**src/rtl/handshake_rr_arbiter_pkg.sv**
```systemverilog
// Shared types and helpers for the handshake round-robin arbiter.
// Optional assertions in the top are enabled with HANDSHAKE_ARB_SVA_EN.
package handshake_arb_pkg;

    // Width of a source index for n requesters (never narrower than 1 bit)
    function automatic int src_w(input int n);
        return (n <= 1) ? 1 : $clog2(n);
    endfunction

    // Pointer value after reset: the last requester, so requester 0 is scanned first
    function automatic int reset_ptr(input int n);
        return n - 1;
    endfunction

    // Occupancy of the single registered output stage
    typedef enum logic {
        EMPTY = 1'b0,
        FULL  = 1'b1
    } arb_state_e;

endpackage

```
**src/rtl/handshake_rr_arbiter_if.sv**
```systemverilog
// Bundles the requester-side and consumer-side handshake signals of the arbiter.
// slave: the arbiter itself; master: the requester array plus downstream consumer.
interface handshake_rr_arbiter_if #(
    parameter int N_REQ = 3,
    parameter int WIDTH = 4
);
    import handshake_arb_pkg::*;

    localparam int SRC_W = src_w(N_REQ);

    logic [N_REQ-1:0]       in_valid;
    logic [N_REQ-1:0]       in_ready;
    logic [N_REQ*WIDTH-1:0] in_data;
    logic                   out_valid;
    logic                   out_ready;
    logic [WIDTH-1:0]       out_data;
    logic [SRC_W-1:0]       out_src;

    modport slave (
        input  in_valid, in_data, out_ready,
        output in_ready, out_valid, out_data, out_src
    );

    modport master (
        output in_valid, in_data, out_ready,
        input  in_ready, out_valid, out_data, out_src
    );

endinterface

```
**src/rtl/handshake_rr_arbiter_rr_pick.sv**
```systemverilog
// Combinational round-robin select: first requester after ptr, wrapping modulo N_REQ.
module rr_pick
    import handshake_arb_pkg::*;
#(
    parameter  int N_REQ = 3,
    localparam int SRC_W = src_w(N_REQ)
) (
    input  logic [N_REQ-1:0] req,
    input  logic [SRC_W-1:0] ptr,
    output logic [N_REQ-1:0] grant,
    output logic [SRC_W-1:0] idx,
    output logic             any
);

    localparam logic [SRC_W-1:0] LAST = SRC_W'(N_REQ - 1);

    logic [SRC_W-1:0] cand;

    // Walk ptr+1, ptr+2, ... (wrapping) and keep the first requester found
    always_comb begin
        grant = '0;
        idx   = '0;
        any   = 1'b0;
        cand  = ptr;
        for (int k = 0; k < N_REQ; k++) begin
            cand = (cand == LAST) ? '0 : cand + SRC_W'(1);
            if (!any && req[cand]) begin
                any         = 1'b1;
                idx         = cand;
                grant[cand] = 1'b1;
            end
        end
    end

endmodule

```
**src/rtl/handshake_rr_arbiter.sv**
```systemverilog
// Work-conserving round-robin arbiter feeding one registered ready/valid stage.
// Define HANDSHAKE_ARB_SVA_EN to compile in protocol and fairness assertions.
module handshake_rr_arbiter
    import handshake_arb_pkg::*;
#(
    parameter int N_REQ = 3,
    parameter int WIDTH = 4
) (
    input  logic                  CLK,
    input  logic                  ASYNCRESETN,
    handshake_rr_arbiter_if.slave bus
);

    localparam int               SRC_W     = src_w(N_REQ);
    localparam logic [SRC_W-1:0] RESET_PTR = SRC_W'(reset_ptr(N_REQ));

    arb_state_e       state_q, state_d;
    logic [WIDTH-1:0] data_q, data_d;
    logic [SRC_W-1:0] src_q, src_d;
    logic [SRC_W-1:0] ptr_q, ptr_d;

    logic [N_REQ-1:0] grant;
    logic [SRC_W-1:0] win_idx;
    logic             win_any;
    logic             can_load;
    logic             transfer;
    logic [WIDTH-1:0] lane [N_REQ];

    genvar gi;
    generate
        for (gi = 0; gi < N_REQ; gi++) begin : g_lane
            assign lane[gi] = bus.in_data[gi*WIDTH +: WIDTH];
        end
    endgenerate

    rr_pick #(.N_REQ(N_REQ)) u_pick (
        .req   (bus.in_valid),
        .ptr   (ptr_q),
        .grant (grant),
        .idx   (win_idx),
        .any   (win_any)
    );

    // The stage can accept a beat when empty or when its current beat leaves this cycle.
    // Ready is held low during reset so nothing is offered a handshake it cannot complete.
    assign can_load     = (state_q == EMPTY) || bus.out_ready;
    assign transfer     = ASYNCRESETN && can_load && win_any;
    assign bus.in_ready = (ASYNCRESETN && can_load) ? grant : '0;

    assign bus.out_valid = (state_q == FULL);
    assign bus.out_data  = data_q;
    assign bus.out_src   = src_q;

    // Output stage registers and round-robin pointer
    always_ff @(posedge CLK or negedge ASYNCRESETN) begin
        if (!ASYNCRESETN) begin
            state_q <= EMPTY;
            data_q  <= '0;
            src_q   <= '0;
            ptr_q   <= RESET_PTR;
        end else begin
            state_q <= state_d;
            data_q  <= data_d;
            src_q   <= src_d;
            ptr_q   <= ptr_d;
        end
    end

    // Next state: load the winner (also when draining), else drain, else hold.
    // ptr only moves on a real transfer, so a stalled winner is not committed.
    always_comb begin
        state_d = state_q;
        data_d  = data_q;
        src_d   = src_q;
        ptr_d   = ptr_q;
        if (transfer) begin
            state_d = FULL;
            data_d  = lane[win_idx];
            src_d   = win_idx;
            ptr_d   = win_idx;
        end else if ((state_q == FULL) && bus.out_ready) begin
            state_d = EMPTY;
        end
    end

`ifdef HANDSHAKE_ARB_SVA_EN
    a_ready_onehot0: assert property (@(posedge CLK) disable iff (!ASYNCRESETN)
        $onehot0(bus.in_ready));

    a_stall_stable: assert property (@(posedge CLK) disable iff (!ASYNCRESETN)
        (bus.out_valid && !bus.out_ready) |=>
            (bus.out_valid && $stable(bus.out_data) && $stable(bus.out_src)));

    generate
        for (gi = 0; gi < N_REQ; gi++) begin : g_sva
            logic [3:0] wait_q;

            // Count transfers that went elsewhere while this requester kept waiting
            always_ff @(posedge CLK or negedge ASYNCRESETN) begin
                if (!ASYNCRESETN) begin
                    wait_q <= '0;
                end else if (!bus.in_valid[gi] || bus.in_ready[gi]) begin
                    wait_q <= '0;
                end else if (transfer) begin
                    wait_q <= wait_q + 4'd1;
                end
            end

            a_ready_needs_valid: assert property (@(posedge CLK) disable iff (!ASYNCRESETN)
                bus.in_ready[gi] |-> bus.in_valid[gi]);

            a_fair: assert property (@(posedge CLK) disable iff (!ASYNCRESETN)
                int'(wait_q) < N_REQ);
        end
    endgenerate
`else
    // Assertions not compiled in this build.
`endif

endmodule
```
**src/flat_wrapper.sv**
```systemverilog
// flat-port wrapper written by rule: the top's interface ports become plain ports
module handshake_rr_arbiter_flat import handshake_arb_pkg::*;
#(
    parameter int N_REQ = 3,
    parameter int WIDTH = 4
)
  (CLK, ASYNCRESETN, bus_in_valid, bus_in_data, bus_out_ready, bus_in_ready, bus_out_valid, bus_out_data, bus_out_src);
  handshake_rr_arbiter_if #(.N_REQ(N_REQ), .WIDTH(WIDTH)) bus_i ();
  input  logic CLK;
  input  logic ASYNCRESETN;
  input wire logic [$bits(bus_i.in_valid)-1:0] bus_in_valid;
  input wire logic [$bits(bus_i.in_data)-1:0] bus_in_data;
  input wire logic [$bits(bus_i.out_ready)-1:0] bus_out_ready;
  output wire logic [$bits(bus_i.in_ready)-1:0] bus_in_ready;
  output wire logic [$bits(bus_i.out_valid)-1:0] bus_out_valid;
  output wire logic [$bits(bus_i.out_data)-1:0] bus_out_data;
  output wire logic [$bits(bus_i.out_src)-1:0] bus_out_src;
  assign bus_i.in_valid = bus_in_valid;
  assign bus_i.in_data = bus_in_data;
  assign bus_i.out_ready = bus_out_ready;
  assign bus_in_ready = bus_i.in_ready;
  assign bus_out_valid = bus_i.out_valid;
  assign bus_out_data = bus_i.out_data;
  assign bus_out_src = bus_i.out_src;
  handshake_rr_arbiter #(.N_REQ(N_REQ), .WIDTH(WIDTH)) u_core (.CLK(CLK), .ASYNCRESETN(ASYNCRESETN), .bus(bus_i));
endmodule
```
**config.mk**
```make
export PLATFORM = sky130hd
export DESIGN_NAME = handshake_rr_arbiter_flat
export DESIGN_NICKNAME = d
export VERILOG_FILES = /design/src/rtl/handshake_rr_arbiter_pkg.sv /design/src/rtl/handshake_rr_arbiter_if.sv /design/src/rtl/handshake_rr_arbiter_rr_pick.sv /design/src/rtl/handshake_rr_arbiter.sv /design/src/flat_wrapper.sv
export SDC_FILE = /design/constraint.sdc
export NUM_CORES = 1
export LEC_CHECK = 0
export ABC_AREA = 1
export CORE_MARGIN = 2
export CORE_UTILIZATION = 42
export DETAILED_ROUTE_END_ITERATION = 12
export PLACE_DENSITY = 0.78
export SLEW_MARGIN = 25
export SYNTH_ARGS = -nofsm -noshare
export SYNTH_HDL_FRONTEND = slang
export SYNTH_SLANG_ARGS = --single-unit
```
**constraint.sdc**
```tcl
create_clock -name CLK -period 2.5 [get_ports CLK]
set_clock_uncertainty 0.15 [all_clocks]
set_input_delay 0.5 -clock CLK [delete_from_list [all_inputs] [get_ports CLK]]
set_output_delay 0.5 -clock CLK [all_outputs]
set_load 0.02 [all_outputs]
```
# Word-level counts from Yosys, hierarchy flattened
# Cells that the tools add are included.
# classes
n_addsub	3
magnitude_cmp	7
eq_ne	3
muxes	30
bitwise	4
reduce_logical	12
# op_table
cell	count
2-to-1 mux 2 bit	6
2-to-1 mux 3 bit	4
2-to-1 mux 1 bit	11
less-than comparator 2 x 3 -> 1 bit (second input constant)	3
binary-select mux 4 bit (select 2 bit)	1
logical AND 1 bit	8
2-to-1 mux 4 bit	2
adder 2 x 1 -> 2 bit (second input constant)	3
binary-select mux 1 bit (select 2 bit)	3
demux 1 bit (select 2 bit)	3
equality test 2 bit (second input constant)	3
greater-or-equal comparator 2 x 1 -> 1 bit (second input constant)	3
OR 3 bit	2
greater-or-equal comparator 3 bit (second input constant)	1
NOT 2 -> 3 bit	1
logical NOT 1 bit	2
nonzero test 2 bit	1
logical OR 1 bit	1
NOT 1 bit	1
# word_totals
ff_bits	9
in_bits	18
output_inout_bits	10
elab_cells	63

# Depth between registers and ports, before layout
# Gate-level depths: netlist of run 1.
# logic_depth
ltp_word	15
depth_mapped	12

# Modules after synthesis
# From an unflattened synthesis of run 1, not the netlist that was laid out.
# hier_totals
cells_unflattened	110
area_unflattened_um2	673.1
# modules_own_cells
module	instances	cells_per_inst	area_each_um2	seq_area_each_um2
handshake_rr_arbiter	1	70	475.5	201.4
rr_pick	1	40	197.7	0.0

# Least setup slack after synthesis of run 1
# No wires, ideal clock.
# synth_path
path_kind	register to output
start	register u_core.ptr_q[1]
end	output bus_in_ready[1]
arrival_time_ps	1399
required_ps	1850
slack_ps	451
path_stages_with_launch	9
path_cell_list	dfstp_2 -> nor2_2 -> nand2_1 -> nand2_1 -> nor2_2 -> nand4_1 -> nand2_2 -> nand2_1 -> inv_1
# synth_via
elab_chain_cells	13
word_cells_on_any_way	42
classes_between	add/sub (3); order compare (6); eq/ne (3); mux (21); bitwise (2); reduce/logical (7)
# synth_lines
element	line	source
start: declaration	handshake_rr_arbiter.sv:20	logic [SRC_W-1:0] ptr_q, ptr_d;
start signal: assignment	handshake_rr_arbiter.sv:65	ptr_q <= ptr_d;
adder 2 x 1 -> 2 bit / equality test 2 bit (equally long branches)	handshake_rr_arbiter_rr_pick.sv:26	cand = (cand == LAST) ? '0 : cand + SRC_W'(1);
2-to-1 mux 2 bit (*)	handshake_rr_arbiter_rr_pick.sv:26	
adder 2 x 1 -> 2 bit / equality test 2 bit (equally long branches)	handshake_rr_arbiter_rr_pick.sv:26	
2-to-1 mux 2 bit	handshake_rr_arbiter_rr_pick.sv:26	
adder 2 x 1 -> 2 bit (tied with other cells)	handshake_rr_arbiter_rr_pick.sv:26	
2-to-1 mux 2 bit / logical AND 1 bit (equally long branches)	handshake_rr_arbiter_rr_pick.sv:26, handshake_rr_arbiter_rr_pick.sv:30	
less-than comparator 2 x 3 -> 1 bit (not written as such) (tied with other cells)	handshake_rr_arbiter_rr_pick.sv:30	grant[cand] = 1'b1;
logical AND 1 bit (not written as such) / demux 1 bit (select 2 bit) (equally long branches)	handshake_rr_arbiter_rr_pick.sv:30	
2-to-1 mux 1 bit (not written as such) / OR 3 bit (equally long branches)	n/a	
demux 1 bit (select 2 bit) / 2-to-1 mux 3 bit (equally long branches)	handshake_rr_arbiter_rr_pick.sv:30, handshake_rr_arbiter_rr_pick.sv:27	
OR 3 bit (no source line)	n/a	
2-to-1 mux 3 bit (*)	handshake_rr_arbiter_rr_pick.sv:27	if (!any && req[cand]) begin
2-to-1 mux 3 bit (*)	handshake_rr_arbiter.sv:48	assign bus.in_ready = (ASYNCRESETN && can_load) ? grant : '0;
end: declaration	flat_wrapper.sv:14	output wire logic [$bits(bus_i.in_ready)-1:0] bus_in_ready;
# Mark *: on every way between the ends. The rest lies on a longest branch, timed or not. The select of a mux whose other input is x is not followed.

# Final worst setup path of run 1
# Ends and elaborated chain as after synthesis.

==> results by group, run 1 <==
Cells and area
  – Number of standard cells in the final layout excluding fillers: ~180
  – Share of layout cells above drive strength 1: 38.4%
  – Most frequent cells in the layout: inv_1 (21), clkdlybuf4s50_1 (21), buf_4 (20)
  – Area added between synthesis and finish: 70.5%
  – Final net count: 178
  – Antenna fix cells: 0

Global route
  – Overall global routing resource usage: 20.5%
  – Routing layer with the top usage in global route: met2
  – Global-route met1 utilization: 26.6%
  – Met2 layer usage reported by global route: approximately 34%
  – GRT met3 Usage: 2.40%
  – Number of antenna violations at the first check in global routing: 0
  – Total gr overflow: 0
  – Via count of the first global-routing pass: between 700 and 800
  – Pin count of the biggest net entering global routing: 11
  – Global-route wire length before repair: approximately 3.0 mm

Synthesis
  – Largest area contributor in the synthesized netlist: dfrtp_1
  – Average instance area after synthesis: roughly 6.3 um^2
  – Number of standard cells after synthesis: about 110
  – Synthesis warning total: 0
  – Post-synthesis cell type count: 19
  – Seq/Total Area, Yosys: approximately 29%
  – Cell Area, Synth: about 700 um^2
  – Net count after synthesis: 129
  – Number of flip-flops and latches in the synthesized netlist: 8
  – Top area cells in the synthesized netlist: dfrtp_1 (25%), nand2_1 (14%), inv_1 (12%)
  – Fraction of synthesized cell area taken by the top area cell type: approximately a quarter

Detailed routing
  – Routed len/inst: ~11 um
  – Number of vias per cell after detailed routing: 4.91
  – Starting DRC count in detailed routing: 15
  – ANT nets after route: 0
  – Pre-antenna DRT Iters: 4
  – Wire length after detailed routing: slightly below 2 mm
  – DRC violations left: 0
  – Total number of vias: 860

Clocking
  – CTS Hold Bufs: 0
  – Clock buffer count from CTS: 3
  – Clock latency reported for the late side of the worst-skew pair: about 260 ps
  – TritonCTS clock tree: done
  – # clock sinks: 8
  – Maximum number of buffers from clock root to sink: 2
  – # H-tree levels: 1
  – Root buf cell: clkbuf_4
  – Clk slew on worst S/H paths: 50 ps

Timing
  – Final setup violation count: 0
  – Maximum clock frequency: a little over 400 MHz
  – Final cycle utilization of the critical path: between 90% and 100%
  – Final hold viol count: 0
  – Final critical-path required period: ~2400 ps
  – Tightest hold margin: approximately 340 ps
  – Relative slew slack: 81.1%
  – Transition at the pin with the smallest max-transition slack: 280 ps
  – Max Slew Vio Count: 0

Critical path
  – Endpoint class of the critical path: primary output
  – Highest net fanout along the worst path: 5
  – Worst Path Class, Setup: flop to primary output
  – Worst EP required: 1850 ps
  – Data arrival, critical path: roughly 1800 ps
  – Startpoint types: flop

Floorplanning
  – Initial core utilization: 45.7%
  – Std cell rows: 14
  – I/O pins: 28
  – Full die area: 2020 um^2
  – Die W: 45.0 um
  – Vertical die dimension: ~45 um
  – Core area: between 1500 and 2000 um^2

Power and ir drop
  – Total power divided by cell area: 1260 nW/um^2
  – Leakage component of the power: approximately 0.00067 uW
  – Largest voltage drop on the vdd net: between 0.8 and 0.9 mV

Placed design
  – Placed wire-length estimate: roughly 1.5 mm
  – Number of input and output port buffers inserted: 27
  – Routability cong.: slightly above 0.9
  – Total placed cells including tap cells: 167

Flow run
  – Number of violations of the max-capacitance limit: 0

Run status
  – Result of the run: finished, final reports clean

Worst hold path
  – Type of the tightest min-delay check: flop to flop
[metal layers]
metal  vias to the layer above  wire length, um
met3                         2              100
met5                         -                0
met4                         0               17
li1                        440                -
met2                        25              998
met1                       393              837
[sequential cells by signal, summed over array words and instances, names as in the netlist]
register / cells
u_core.bus.out_data: 4
u_core.bus.out_src: 1
u_core.bus.out_valid: 1
u_core.ptr_q: 2
[cells by family (layout without fill, tap and decap cells)]
family,count (synthesis),in the layout,share of synthesized area (%)
buffers and inverters,27,75,16.0
AOI/OAI and AO/OA,11,11,10.5
and+or+nand+nor,65,65,44.9
DFF,8,8,28.6
[cells in the mapped netlist]
master	number
nand2_2	6
o21ai_0	4
nor2_2	5
buf_4	1
and2_2	1
inv_1	23
nand2_1	27
inv_2	2
nand3_2	3
a21oi_1	1
nand3_1	16
o22ai_1	1
nand4_1	1
dfrtp_1	7
buf_6	1
o211ai_1	1
nor2_1	6
a21oi_2	4
dfstp_2	1
[final timing paths]
path,slack (ps),start,end,depth (start not counted)
max reg2reg,470,u_core.ptr_q[1],u_core.bus.out_data[1],13
min in group asynchronous,390,ASYNCRESETN,u_core.bus.out_data[0],2
min,340,u_core.bus.out_src[1],u_core.bus.out_src[1],2
max,80,u_core.ptr_q[1],bus_in_ready[1],11
min reg2reg,340,u_core.bus.out_src[1],u_core.bus.out_src[1],2
max in group asynchronous,1580,ASYNCRESETN,u_core.ptr_q[1],2
[final cells by class]
type	instances	area (um^2)
clock buffers	4	26.3
inverters	25	93.8
well taps	16	20.0
fillers	114	340
flip-flops and latches	8	203
multi-input cells	76	429
repair buffers	46	429
[worst max-delay path, cell delays in order, from the launching register on]
cell	delay, ps
dfstp_2	600
buf_12	130
nor2_2	40
nand2_2	60
nand3_2	130
nand2_2	120
nand2_2	60
nand2_2	70
nand2_2	60
nand2_1	80
inv_1	50
buf_6	120
[through the flow]
| step | TNS (ps) | util, % | instance area [um^2] | total power [uW] | setup slack, ps |
|---|---|---|---|---|---|
| after detailed placement | -1280 | 70.6 | 1090 | 1260 | -465 |
| after floorplan | 0 | - | 704 | 857 | 451 |
| after global routing | -27.0 | 77.9 | 1200 | 1630 | -27.0 |
| final | 0 | 77.9 | 1200 | 1510 | 81.6 |
| after global placement | -1150 | 70.6 | 1090 | 1240 | -399 |
| after CTS | -14.6 | 72.0 | 1110 | 1380 | -14.6 |
[timing repair]
| item | CTS | global route |
|---|---|---|
| gates resized for setup | 15 | 19 |
| pin swaps | 0 | 6 |
| setup buffers | 0 | 4 |
| cloned | 0 | 0 |
| endpoints found under the setup margin | 3 | 3 |
[where the power goes]
group	internal, uW	leakage, uW	switching (uW)	total, uW
logic	540	0.000563	604	1140
registers	200	0.0000904	58.8	258
clock network	61.2	0.0000150	47.1	108
total	801	0.000668	710	1510
Note: power is estimated with default switching activity, not from simulation.
==> inputs of run 2 (changes only) <==
--- a/config.mk
+++ b/config.mk
@@ -7,9 +7,10 @@
 export LEC_CHECK = 0
 export ABC_AREA = 1
 export CORE_MARGIN = 2
-export CORE_UTILIZATION = 42
+export CORE_UTILIZATION = 44
+export CTS_BUF_LIST = sky130_fd_sc_hd__clkbuf_2
 export DETAILED_ROUTE_END_ITERATION = 12
-export PLACE_DENSITY = 0.78
+export PLACE_DENSITY = 0.81
 export SLEW_MARGIN = 25
 export SYNTH_ARGS = -nofsm -noshare
 export SYNTH_HDL_FRONTEND = slang
==> run 2 against run 1 <==
Against the previous run:
- largest cell class unchanged
- hold slack improved by 32 ps
- highest routed layer unchanged
- largest power group unchanged
- wire length is 12% higher
- cell area decreased by 1.9%
- register-to-register slack got worse by 80 ps
- sequential share of layout area grew 0.32 points
- total power is 1.7% lower
- setup slack got worse by 78 ps
==> results by group, run 2 (synthesis gave the netlist of run 1 again) <==
Run status
  – Result of the run: finished, final reports clean

Cells and area
  – Share of layout cells above drive strength 1: 36.9% (-1.4 points)
  – Number of standard cells in the final layout excluding fillers: 173 (-1.1%)
  – Most frequent cells in the layout: clkdlybuf4s50_1 (22), inv_1 (21), nand2_1 (21)
  – Most common cell after layout, fill and taps aside: clkdlybuf4s50_1
  – Filler cells: 116 (+1.8%)
  – Area added between synthesis and finish: 67.3%
  – Final net count: 176 (-1.1%)
  – Antenna fix cells: 0 (unchanged)
  – Share of the core filled with cells in the final layout: 78.2% (+0.32 points)
  – Max FFs per register: 4 (unchanged)

Clocking
  – Root buf cell: clkbuf_2
  – Clk slew on worst S/H paths: 80 ps (+30 ps)
  – Clock buffer count from CTS: 3 (unchanged)
  – # clock sinks: 8 (unchanged)
  – # H-tree levels: 1 (unchanged)
  – TritonCTS clock tree: done
  – Maximum number of buffers from clock root to sink: 2 (unchanged)
  – Clock latency reported for the late side of the worst-skew pair: 250 ps (about the same)

Critical path
  – Slowest-stage cell, CP: clkdlybuf4s50_1
  – Cell type with the highest occurrence count on the critical path: nand2_2
  – Highest net fanout along the worst path: 4 (-1)
  – Cell family with most CP delay: buffers and inverters
  – Endpoint class of the critical path: primary output
  – Data arrival, critical path: 1850 ps (+80 ps)
  – Worst Path Class, Setup: input port to primary output
  – Startpoint types: input port
  – Largest stage delay on the critical path: 470 ps (-130 ps)
  – Worst EP required: 1850 ps (about the same)
  – Worst path buffer plus inverter count: 5 (+2)
  – Ordered list of cells on the worst path: clkdlybuf4s50_1 -> inv_2 -> nand3_4 -> inv_1 -> nor2_1 -> nand2_2 -> nand2_2 -> nand2_2 -> nand2_2 -> nand2_1 -> inv_1 -> buf_6

Flow run
  – Number of violations of the max-capacitance limit: 0 (unchanged)

Power and ir drop
  – Reported net switching power: 739 uW (+4.0%)
  – Leakage component of the power: 0.000641 uW (-4.0%)
  – Total power divided by cell area: 1260 nW/um^2 (+0.21%)
  – Part of the total power dissipated in combinational logic: 75.9% (+0.2 points)
  – Clk network pwr share: 6.3% (-0.9 points)
  – Share of power burned in registers: 17.8% (+0.7 points)
  – Largest voltage drop on the vdd net: 0.663 mV (-20%)
  – Power Internal: 747 uW (-6.7%)
  – Switching share of total power: 49.7% (+2.7 points)

Timing
  – Final hold viol count: 0 (unchanged)
  – Final cycle utilization of the critical path: 99.8% (+3.1 points)
  – Final critical-path required period: 2500 ps (+77.6 ps)
  – Maximum clock frequency: 401 MHz (-3.1%)
  – Final critical-path setup slack: 4.03 ps (-77.6 ps)
  – Max Slew Vio Count: 0 (unchanged)
  – Final setup violation count: 0 (unchanged)
  – Transition at the pin with the smallest max-transition slack: 248 ps (-32.4 ps)
  – Total Neg Setup Slack: 0 ps (unchanged)
  – Relative slew slack: 83.3% (+2.2 points)

Global route
  – Number of antenna violations at the first check in global routing: 0 (unchanged)
  – Via count of the first global-routing pass: 740 (+0.95%)
  – Overall global routing resource usage: 21.3% (+0.73 points)
  – Global-route wire length before repair: 3.10 mm (+3.5%)
  – Pin count of the biggest net entering global routing: 11 (unchanged)
  – Total gr overflow: 0 (unchanged)

Detailed routing
  – Routed len/inst: 12.6 um (+13%)
  – Total number of vias: 877 (+2.0%)
  – Starting DRC count in detailed routing: 21 (+6)
  – DRC violations left: 0 (unchanged)
  – Pre-antenna DRT Iters: 6 (+2)
  – Wire length after detailed routing: 2.18 mm (+12%)
  – ANT nets after route: 0 (unchanged)
  – Number of vias per cell after detailed routing: 5.07 (+3.2%)

Worst hold path
  – Type of the tightest min-delay check: flop to flop

Placed design
  – Placed wire-length estimate: 1.47 mm (-3.3%)
  – Number of input and output port buffers inserted: 27 (unchanged)
  – Post-place setup slack: -425 ps (+40.1 ps)
  – Routability cong.: 0.933 (+1.2%)
  – Total placed cells including tap cells: 165 (-1.2%)

Floorplanning
  – Die W: 44.0 um (-2.1%)
  – Std cell rows: 14 (unchanged)
  – Vertical die dimension: 44.0 um (-2.1%)
  – I/O pins: 28 (unchanged)
  – Full die area: 1940 um^2 (-4.2%)
  – Initial core utilization: 46.8% (+1.1 points)
  – Core area: 1510 um^2 (-2.3%)
[run 2: cell count changes in the layout (fill, tap and decap cells not counted), sizes merged]
cell	previous run	this run
dlygate4sd2	0	1
dlymetal6s2s	3	1
buf	22	20
clkdlybuf4s50	21	22
[run 2: path summary, 6_finish.rpt]
check | start | to | slack [ps] | cells past startpoint
max | bus_in_valid[0] | bus_in_ready[1] | 4 | 12
min | u_core.bus.out_src[1] | u_core.bus.out_src[1] | 370 | 2
max reg2reg | u_core.ptr_q[1] | u_core.bus.out_data[3] | 390 | 12
min reg2reg | u_core.bus.out_src[1] | u_core.bus.out_src[1] | 370 | 2
max in group asynchronous | ASYNCRESETN | u_core.ptr_q[1] | 1560 | 2
min in group asynchronous | ASYNCRESETN | u_core.bus.out_data[0] | 400 | 2
[run 2: power groups by stage]
| stage | logic (uW) | clock network [uW] | registers [uW] |
|---|---|---|---|
| 2_1_floorplan | 558 | 0 | 299 |
| 3_3_place_gp | 978 | 0 | 250 |
| 3_5_place_dp | 996 | 0 | 255 |
| 4_1_cts | 988 | 90.1 | 254 |
| 5_1_grt | 1230 | 92.3 | 274 |
| 6_report | 1130 | 93.5 | 265 |
[run 2: worst reg2reg max path, stage by stage, from the launching register on]
cell     delay [ps]
dfstp_2         640
inv_2            90
nand2_1         140
nor2_2           60
inv_1            70
nand3_2          80
nor2_2          130
nand2_2          90
buf_4           130
buf_4           140
nand2_2          90
nand3_1         100
a21oi_2         130
[run 2: through the flow]
stage          cell area [um^2]  hold WS, ps  total power (uW)
6_report                   1180          368              1490
2_1_floorplan               704         54.4               857
5_1_grt                    1180          400              1600
3_3_place_gp               1070          314              1230
3_5_place_dp               1070          363              1250
4_1_cts                    1090          383              1330
[run 2: layout make-up]
type,count,area [um^2],share of cell area (%)
multi-input cells,76,449,38.1
flip-flops and latches,8,203,17.2
repair buffers,44,393,33.3
inverters,25,93.8,7.96
well taps,16,20.0,1.70
clock buffers,4,20.0,1.70
[run 2: per-layer routing]
metal / vias up / GRT usage (%) / part of all wire (%) / wire length [um]
met5: - / 0 / 0 / 0
met4: 0 / 7.27 / 1.3 / 28
met3: 4 / 2.45 / 6.3 / 138
met2: 42 / 35.9 / 52 / 1140
met1: 398 / 28.1 / 40 / 875
li1: 433 / - / - / -
[run 2: timing repair]
action | CTS | global route
buffers inserted | 1 | 3
cloned | 0 | 0
setup endpoints to repair | 3 | 3
hold buffers | 0 | 0
pin swaps | 1 | 5
gates resized for setup | 14 | 19
hold endpoints to repair | 0 | 0
